**src/rtl/uart_calc_ctrl.sv**
```systemverilog
// uart_calc_ctrl: parses "<A><op><B>" from received bytes and computes the result.
// The result is converted to decimal ASCII and sent through the transmitter one byte
// at a time using a start/done handshake. Bad input or division by zero is answered
// with 'E' followed by the terminator.
module uart_calc_ctrl #(
  parameter int         MAX_DIGITS = 2,
  parameter logic [7:0] TERM_CHAR  = 8'h0D
) (
  input  logic        clk,
  input  logic        rst_n,
  input  logic [7:0]  rx_data,
  input  logic        rx_done,
  output logic [7:0]  tx_data,
  output logic        tx_start,
  input  logic        tx_done,
  output logic [13:0] result,
  output logic        neg,
  output logic        result_valid,
  output logic        error,
  output logic        busy
);

  typedef enum logic [2:0] {
    GET_A, GET_B, CALC, DIV, CONV, SEND, WAIT_TX, ERR_SEND
  } state_e;

  typedef enum logic [1:0] {OP_ADD, OP_SUB, OP_MUL, OP_DIV} op_e;

  localparam logic [1:0] MAXC     = 2'(MAX_DIGITS);
  localparam logic [7:0] CH_SPACE = 8'h20;
  localparam logic [7:0] CH_MINUS = 8'h2D;
  localparam logic [7:0] CH_E     = 8'h45;

  state_e          state_q, state_d;
  op_e             op_q, op_d;
  logic [6:0]      a_q, a_d, b_q, b_d;
  logic [1:0]      cnt_a_q, cnt_a_d, cnt_b_q, cnt_b_d;
  logic [13:0]     work_q, work_d;    // DIV remainder, then CONV residue
  logic [13:0]     quot_q, quot_d;
  logic [13:0]     result_q, result_d;
  logic            neg_q, neg_d;
  logic [3:0][3:0] dig_q, dig_d;      // [0] = thousands ... [3] = units
  logic [1:0]      pos_q, pos_d;
  logic [2:0]      sidx_q, sidx_d;    // next reply slot: 0 sign, 1..4 digits, 5 terminator
  logic            last_q, last_d;    // the outstanding byte ends the reply
  logic            err_q, err_d;      // reply in progress is the error reply
  logic [7:0]      tx_data_q, tx_data_d;
  logic            tx_start_q, tx_start_d;
  logic            result_valid_q, result_valid_d;
  logic            error_q, error_d;

  // weight of each decimal position, most significant first
  function automatic logic [13:0] weight(input logic [1:0] p);
    case (p)
      2'd0:    weight = 14'd1000;
      2'd1:    weight = 14'd100;
      2'd2:    weight = 14'd10;
      default: weight = 14'd1;
    endcase
  endfunction

  // received byte classification
  logic is_digit, is_op;
  op_e  rx_op;
  always_comb begin
    is_digit = (rx_data >= 8'h30) && (rx_data <= 8'h39);
    is_op    = 1'b1;
    rx_op    = OP_ADD;
    case (rx_data)
      8'h2B:   rx_op = OP_ADD;
      8'h2D:   rx_op = OP_SUB;
      8'h2A:   rx_op = OP_MUL;
      8'h2F:   rx_op = OP_DIV;
      default: is_op = 1'b0;
    endcase
  end

  // pick the next reply slot to send: sign only if negative, leading zeros dropped,
  // units digit and terminator always present
  logic [5:0] send_mask;
  logic [2:0] send_sel;
  logic [7:0] send_byte;
  logic       nz;
  always_comb begin
    send_mask    = '0;
    send_mask[0] = neg_q;
    nz           = 1'b0;
    for (int k = 0; k < 4; k++) begin
      nz             = nz | (dig_q[k] != 4'd0);
      send_mask[k+1] = nz | (k == 3);
    end
    send_mask[5] = 1'b1;
    send_sel     = 3'd5;
    for (int k = 5; k >= 0; k--)
      if (send_mask[k] && (3'(k) >= sidx_q)) send_sel = 3'(k);
    if (send_sel == 3'd0)      send_byte = CH_MINUS;
    else if (send_sel == 3'd5) send_byte = TERM_CHAR;
    else                       send_byte = {4'h3, dig_q[2'(send_sel - 3'd1)]};
  end

  // next-state and datapath
  logic        go_err, go_conv, clr;
  logic [13:0] conv_val;
  logic        conv_neg;
  always_comb begin
    state_d        = state_q;
    op_d           = op_q;
    a_d            = a_q;
    b_d            = b_q;
    cnt_a_d        = cnt_a_q;
    cnt_b_d        = cnt_b_q;
    work_d         = work_q;
    quot_d         = quot_q;
    result_d       = result_q;
    neg_d          = neg_q;
    dig_d          = dig_q;
    pos_d          = pos_q;
    sidx_d         = sidx_q;
    last_d         = last_q;
    err_d          = err_q;
    tx_data_d      = tx_data_q;
    tx_start_d     = 1'b0;
    result_valid_d = 1'b0;
    error_d        = 1'b0;
    go_err         = 1'b0;
    go_conv        = 1'b0;
    clr            = 1'b0;
    conv_val       = '0;
    conv_neg       = 1'b0;

    case (state_q)
      GET_A: if (rx_done) begin
        if (is_digit) begin
          if (cnt_a_q == MAXC) go_err = 1'b1;
          else begin
            a_d     = a_q * 7'd10 + {3'd0, rx_data[3:0]};
            cnt_a_d = cnt_a_q + 2'd1;
          end
        end else if (is_op) begin
          if (cnt_a_q != 2'd0) begin
            op_d    = rx_op;
            state_d = GET_B;
          end else go_err = 1'b1;
        end else if (rx_data != CH_SPACE) go_err = 1'b1;
      end

      GET_B: if (rx_done) begin
        if (is_digit) begin
          if (cnt_b_q == MAXC) go_err = 1'b1;
          else begin
            b_d     = b_q * 7'd10 + {3'd0, rx_data[3:0]};
            cnt_b_d = cnt_b_q + 2'd1;
            // a full-width B needs no terminator
            if (cnt_b_q + 2'd1 == MAXC) state_d = CALC;
          end
        end else if (rx_data == TERM_CHAR) begin
          if (cnt_b_q != 2'd0) state_d = CALC;
          else go_err = 1'b1;
        end else if (rx_data != CH_SPACE) go_err = 1'b1;
      end

      CALC: begin
        case (op_q)
          OP_ADD: begin go_conv = 1'b1; conv_val = 14'(a_q) + 14'(b_q); end
          OP_MUL: begin go_conv = 1'b1; conv_val = 14'(a_q) * 14'(b_q); end
          OP_SUB: begin
            go_conv  = 1'b1;
            conv_neg = (a_q < b_q);
            conv_val = (a_q < b_q) ? 14'(b_q - a_q) : 14'(a_q - b_q);
          end
          default: begin
            if (b_q == 7'd0) go_err = 1'b1;
            else begin
              work_d  = 14'(a_q);
              quot_d  = '0;
              state_d = DIV;
            end
          end
        endcase
      end

      // one subtraction per cycle; the cycle that fails to subtract hands off
      DIV: begin
        if (work_q >= 14'(b_q)) begin
          work_d = work_q - 14'(b_q);
          quot_d = quot_q + 14'd1;
        end else begin
          go_conv  = 1'b1;
          conv_val = quot_q;
        end
      end

      // digit d at a position costs d subtract cycles plus one advance cycle
      CONV: begin
        if (work_q >= weight(pos_q)) begin
          work_d       = work_q - weight(pos_q);
          dig_d[pos_q] = dig_q[pos_q] + 4'd1;
        end else if (pos_q == 2'd3) begin
          sidx_d  = '0;
          err_d   = 1'b0;
          state_d = SEND;
        end else pos_d = pos_q + 2'd1;
      end

      SEND: begin
        tx_data_d  = send_byte;
        tx_start_d = 1'b1;
        sidx_d     = send_sel + 3'd1;
        last_d     = (send_sel == 3'd5);
        state_d    = WAIT_TX;
      end

      ERR_SEND: begin
        tx_data_d  = (sidx_q == 3'd0) ? CH_E : TERM_CHAR;
        tx_start_d = 1'b1;
        last_d     = (sidx_q != 3'd0);
        sidx_d     = sidx_q + 3'd1;
        state_d    = WAIT_TX;
      end

      // a done in the same cycle as our start pulse cannot belong to this byte
      WAIT_TX: if (tx_done && !tx_start_q) begin
        if (last_q) begin
          clr     = 1'b1;
          state_d = GET_A;
        end else state_d = err_q ? ERR_SEND : SEND;
      end

      default: state_d = GET_A;
    endcase

    if (go_conv) begin
      result_d       = conv_val;
      neg_d          = conv_neg;
      work_d         = conv_val;
      result_valid_d = 1'b1;
      dig_d          = '0;
      pos_d          = '0;
      state_d        = CONV;
    end

    if (go_err) begin
      error_d = 1'b1;
      err_d   = 1'b1;
      sidx_d  = '0;
      state_d = ERR_SEND;
    end

    if (clr) begin
      a_d     = '0;
      b_d     = '0;
      cnt_a_d = '0;
      cnt_b_d = '0;
      op_d    = OP_ADD;
      last_d  = 1'b0;
      err_d   = 1'b0;
    end
  end

  // state and datapath registers
  always_ff @(posedge clk or negedge rst_n) begin
    if (!rst_n) begin
      state_q        <= GET_A;
      op_q           <= OP_ADD;
      a_q            <= '0;
      b_q            <= '0;
      cnt_a_q        <= '0;
      cnt_b_q        <= '0;
      work_q         <= '0;
      quot_q         <= '0;
      result_q       <= '0;
      neg_q          <= 1'b0;
      dig_q          <= '0;
      pos_q          <= '0;
      sidx_q         <= '0;
      last_q         <= 1'b0;
      err_q          <= 1'b0;
      tx_data_q      <= '0;
      tx_start_q     <= 1'b0;
      result_valid_q <= 1'b0;
      error_q        <= 1'b0;
    end else begin
      state_q        <= state_d;
      op_q           <= op_d;
      a_q            <= a_d;
      b_q            <= b_d;
      cnt_a_q        <= cnt_a_d;
      cnt_b_q        <= cnt_b_d;
      work_q         <= work_d;
      quot_q         <= quot_d;
      result_q       <= result_d;
      neg_q          <= neg_d;
      dig_q          <= dig_d;
      pos_q          <= pos_d;
      sidx_q         <= sidx_d;
      last_q         <= last_d;
      err_q          <= err_d;
      tx_data_q      <= tx_data_d;
      tx_start_q     <= tx_start_d;
      result_valid_q <= result_valid_d;
      error_q        <= error_d;
    end
  end

  assign tx_data      = tx_data_q;
  assign tx_start     = tx_start_q;
  assign result       = result_q;
  assign neg          = neg_q;
  assign result_valid = result_valid_q;
  assign error        = error_q;
  assign busy         = !((state_q == GET_A) || (state_q == GET_B));

endmodule

```
**config.mk**
```make
export PLATFORM = sky130hd
export DESIGN_NAME = uart_calc_ctrl
export DESIGN_NICKNAME = d
export VERILOG_FILES = /design/src/rtl/uart_calc_ctrl.sv
export SDC_FILE = /design/constraint.sdc
export NUM_CORES = 1
export LEC_CHECK = 0
export ABC_CLOCK_PERIOD_IN_PS = 5900
export CORE_MARGIN = 2
export CORE_UTILIZATION = 60
export DETAILED_ROUTE_END_ITERATION = 8
export HOLD_SLACK_MARGIN = 0.05
export PLACE_DENSITY_LB_ADDON = 0.3
export REMOVE_ABC_BUFFERS = 1
export SYNTH_ARGS = -nofsm -noshare
export SYNTH_HDL_FRONTEND = slang
export SYNTH_SLANG_ARGS = --single-unit
```
**constraint.sdc**
```tcl
create_clock -name clk -period 5.9 [get_ports clk]
set_clock_uncertainty 0.1 [all_clocks]
set_input_delay 1.18 -clock clk [delete_from_list [all_inputs] [get_ports clk]]
set_output_delay 1.18 -clock clk [all_outputs]
set_load 0.02 [all_outputs]
```
==> results.sh <==
export IMPL_io_pins=39
export IMPL_power_frac_seq=0.271
export IMPL_switching_share=0.458
export IMPL_crit_required_ns=6.04
export IMPL_tns_ns=0
export IMPL_fill_cells=1249
export IMPL_netlist_area_sq_um=9100
export IMPL_crit_type="reg -> reg"
export IMPL_crit_family="adder cells"
export IMPL_grt_pass1_vias=7705
export IMPL_synth_edf_count=0
export IMPL_avgSynthCellArea_sq_um=8.66
export IMPL_ir_worst_vdd_uv=200
export IMPL_drt_iter0_drc=889
export IMPL_cp_max_fo=7
export IMPL_slowest_delay_ns=0.53
export IMPL_fin_area_sq_um=9920
export IMPL_numPortBuffers=37
export IMPL_drtAntennaViolNets=0
export IMPL_synth_seq_area_share=0.272
export IMPL_routed_wl_mm=24.2
export IMPL_hold_buffers=0
export IMPL_first_pass_iters=7
export IMPL_insertion_delay_ns=0.37
export IMPL_dieArea_sq_um=16200
export IMPL_cts_buffers_inserted=9
export IMPL_vias_per_cell=6.49
export IMPL_finalHoldViolCount=0
export IMPL_pre_cts_ws_ns=0.770
export IMPL_netlist_instances=1050
export IMPL_ys_ff_latch=99
export IMPL_path_clk_slew_ns=0.07
export IMPL_gp_congestion=1.01
export IMPL_rsz0062_at_grt="no"
export IMPL_post_synth_num_cell_types=80
export IMPL_worst_path_most_repeated_cell="inv_1"
export IMPL_regArea_sq_um=2480
export IMPL_drv_slew=0
export IMPL_route_detailed_drc=0
export IMPL_setup_viol=0
export IMPL_final_nets=1213
export IMPL_syn2layout_area_growth_pct=9.06
export IMPL_post_cts_resize_count=0
export IMPL_num_vias=8205
export IMPL_critical_path_buf_inv_count=5
export IMPL_period_share=0.886
export IMPL_die_x_microns=127
export IMPL_p_comb_frac=0.561
export IMPL_place_area_sq_um=9590
export IMPL_grt_pass1_wl_mm=39.4
export IMPL_worst_setup_path_end_kind="register"
export IMPL_post_cts_setup_buffers=0
export IMPL_ys_top_cells_by_area="dfrtp_1, ha_1, fa_1, nor2_1, o21ai_0"
export IMPL_synth_most_common_cell="nor2_1"
export IMPL_drive_above_1_share=0.0465
export IMPL_cp_arrival_ns=5.37
export IMPL_max_freq_mhz=191
export IMPL_die_h_microns=127
export IMPL_hp_class="reg -> reg"
export IMPL_leakage_nw=4.56
export IMPL_setup_worst_path_start_class="register"
export IMPL_root_buffer="clkbuf_16"
export IMPL_worst_slack_ns=0.671
export IMPL_power_density_nw_per_um2=405
export IMPL_cts_tree="yes"
export IMPL_htreeDepth=3
export IMPL_fin_crit_ns=5.23
export IMPL_num_rows=45
export IMPL_worst_path_max_delay_cell="fa_1"
export IMPL_synth_area_leader_cell="dfrtp_1"
export IMPL_ys_flop_type="dfrtp_1"
export IMPL_status="finished clean"
export IMPL_ctsLongestPathBuffers=2
export IMPL_synthArstFlopShare=1.00
export IMPL_start_util=0.605
export IMPL_antenna_found_initial=0
export IMPL_grt_use_total=0.307
export IMPL_tightest_slew_ns=0.989
export IMPL_slew_headroom=0.338
export IMPL_synth_top_area_frac=0.272
export IMPL_clockPowerShare=0.168
export IMPL_p_int_w=0.00218
export IMPL_maxCapViolations=0
export IMPL_wire_per_inst_microns=19.1
export IMPL_clock_sinks=99
export IMPL_holdWs_ns=0.379
export IMPL_synthTopCellsByCount="nor2_1, dfrtp_1, ha_1"
export IMPL_core_area_sq_um=15000
export IMPL_switchingPower_w=0.00184
export IMPL_grt_start_max_net_pins=62
export IMPL_antenna_cells=0
export IMPL_crit_chain="inv_1 -> nor2_1 -> fa_1 -> inv_1 -> fa_1 -> inv_1 -> fa_1 -> inv_1 -> fa_1 -> inv_1 -> ha_1 -> o2111ai_1 -> nand3_1 -> o41ai_1 -> o21ai_0 -> xnor2_1 -> o211ai_1 -> nand3b_1"
export IMPL_multiInputGateArea_sq_um=6110
export IMPL_yosysWarnings=0
export IMPL_grt_overflow_total=0
export IMPL_hpwl_mm=18.1
==> cell type report <==
cell class | count | area share
timing repair buffer | 44 | 0.0424
tap | 188 | 0.0237
inverter | 91 | 0.0344
clock buffer | 9 | 0.0227
sequential | 99 | 0.250
multi-input combinational | 826 | 0.616
clock inverter | 7 | 0.0108
==> cell families (layout without fill, tap and decap cells) <==
family	count (synthesis)	after routing	synth area share
buffers and inverters	125	151	0.0564
AOI/OAI and AO/OA	260	260	0.187
and+or+nand+nor	361	361	0.191
other	1	1	0.000412
xor gates and xnor gates	50	50	0.0481
adders and majority gates	130	130	0.206
muxes	24	24	0.0380
DFF	99	99	0.272
==> flip-flops by register name, indices dropped and copies added (netlist names) <==
signal        count
work_q           14
dig_q            16
err_q             1
a_q               7
quot_q           14
sidx_q            3
last_q            1
tx_data           7
pos_q             2
neg               1
tx_start          1
error             1
cnt_b_q           2
cnt_a_q           2
state_q           3
result           14
op_q              2
b_q               7
result_valid      1
==> routing by layer <==
metal | vias to the layer above | global-route usage | routed length [microns]
met3 | 86 | 0.0519 | 1830
li1 | 3772 | - | -
met4 | 0 | 0.124 | 933
met1 | 3951 | 0.427 | 10400
met2 | 396 | 0.482 | 11000
met5 | - | 0 | 0
==> power groups by stage <==
| stage | registers [W] | logic [W] | clock network [W] |
|---|---|---|---|
| after floorplan | 0.00106 | 0.00162 | 0 |
| after global placement | 0.00108 | 0.00215 | 0 |
| after detailed placement | 0.00109 | 0.00219 | 0 |
| after CTS | 0.00108 | 0.00222 | 0.000676 |
| after global routing | 0.00111 | 0.00250 | 0.000701 |
| final | 0.00109 | 0.00225 | 0.000673 |
==> cells in the final DEF (no fill, tap or decap), types with 4 or more instances in the layout <==
master           count
a21o_1              18
fa_1                33
o21ai_0             85
dfrtp_1             99
or3_1                8
mux4_2               8
o2111ai_1            6
nand2b_1             8
clkdlybuf4s50_1     36
xnor2_1             32
nand2_1             88
nand4_1             11
a31oi_1             13
mux2i_1             12
o22a_1               5
inv_1               89
clkbuf_16            9
and3_1              11
nor2_1             115
buf_4                8
nor2b_1             11
a211o_1              8
a221oi_1             4
ha_1                97
and2_1               5
nor3_1              21
o211ai_1             8
xor2_1              18
nor3b_1              6
nand3_1             44
o21a_1              10
a22oi_1              9
nor4_1              12
or4_1                5
mux2_2               4
a21oi_1             45
==> stage by stage <==
step / util / power [W] / std cells
4_1_cts: 0.660 / 0.00398 / 1264
3_5_place_dp: 0.638 / 0.00328 / 1248
5_1_grt: 0.660 / 0.00431 / 1264
2_1_floorplan: - / 0.00268 / 1016
3_3_place_gp: 0.638 / 0.00324 / 1248
6_report: 0.660 / 0.00402 / 1264
==> final timing paths <==
| path | start | end | cells past startpoint | slack [ns] |
|---|---|---|---|---|
| max | a_q[4] | work_q[12] | 18 | 0.67 |
| min | tx_data[4] | tx_data[4] | 2 | 0.38 |
| max reg2reg | a_q[4] | work_q[12] | 18 | 0.67 |
| min reg2reg | tx_data[4] | tx_data[4] | 2 | 0.38 |
| max in group asynchronous | rst_n | error | 2 | 3.88 |
| min in group asynchronous | rst_n | quot_q[12] | 1 | 0.80 |
==> worst reg2reg max path, cell delays in order, from the launching register on <==
cell and delay, ns:
dfrtp_1 0.52, inv_1 0.24, nor2_1 0.10, fa_1 0.51
inv_1 0.05, fa_1 0.49, inv_1 0.06, fa_1 0.52
inv_1 0.05, fa_1 0.53, inv_1 0.04, ha_1 0.37
o2111ai_1 0.14, nand3_1 0.13, o41ai_1 0.51, o21ai_0 0.21
xnor2_1 0.19, o211ai_1 0.13, nand3b_1 0.23
Power figures use the tool's default switching activity.
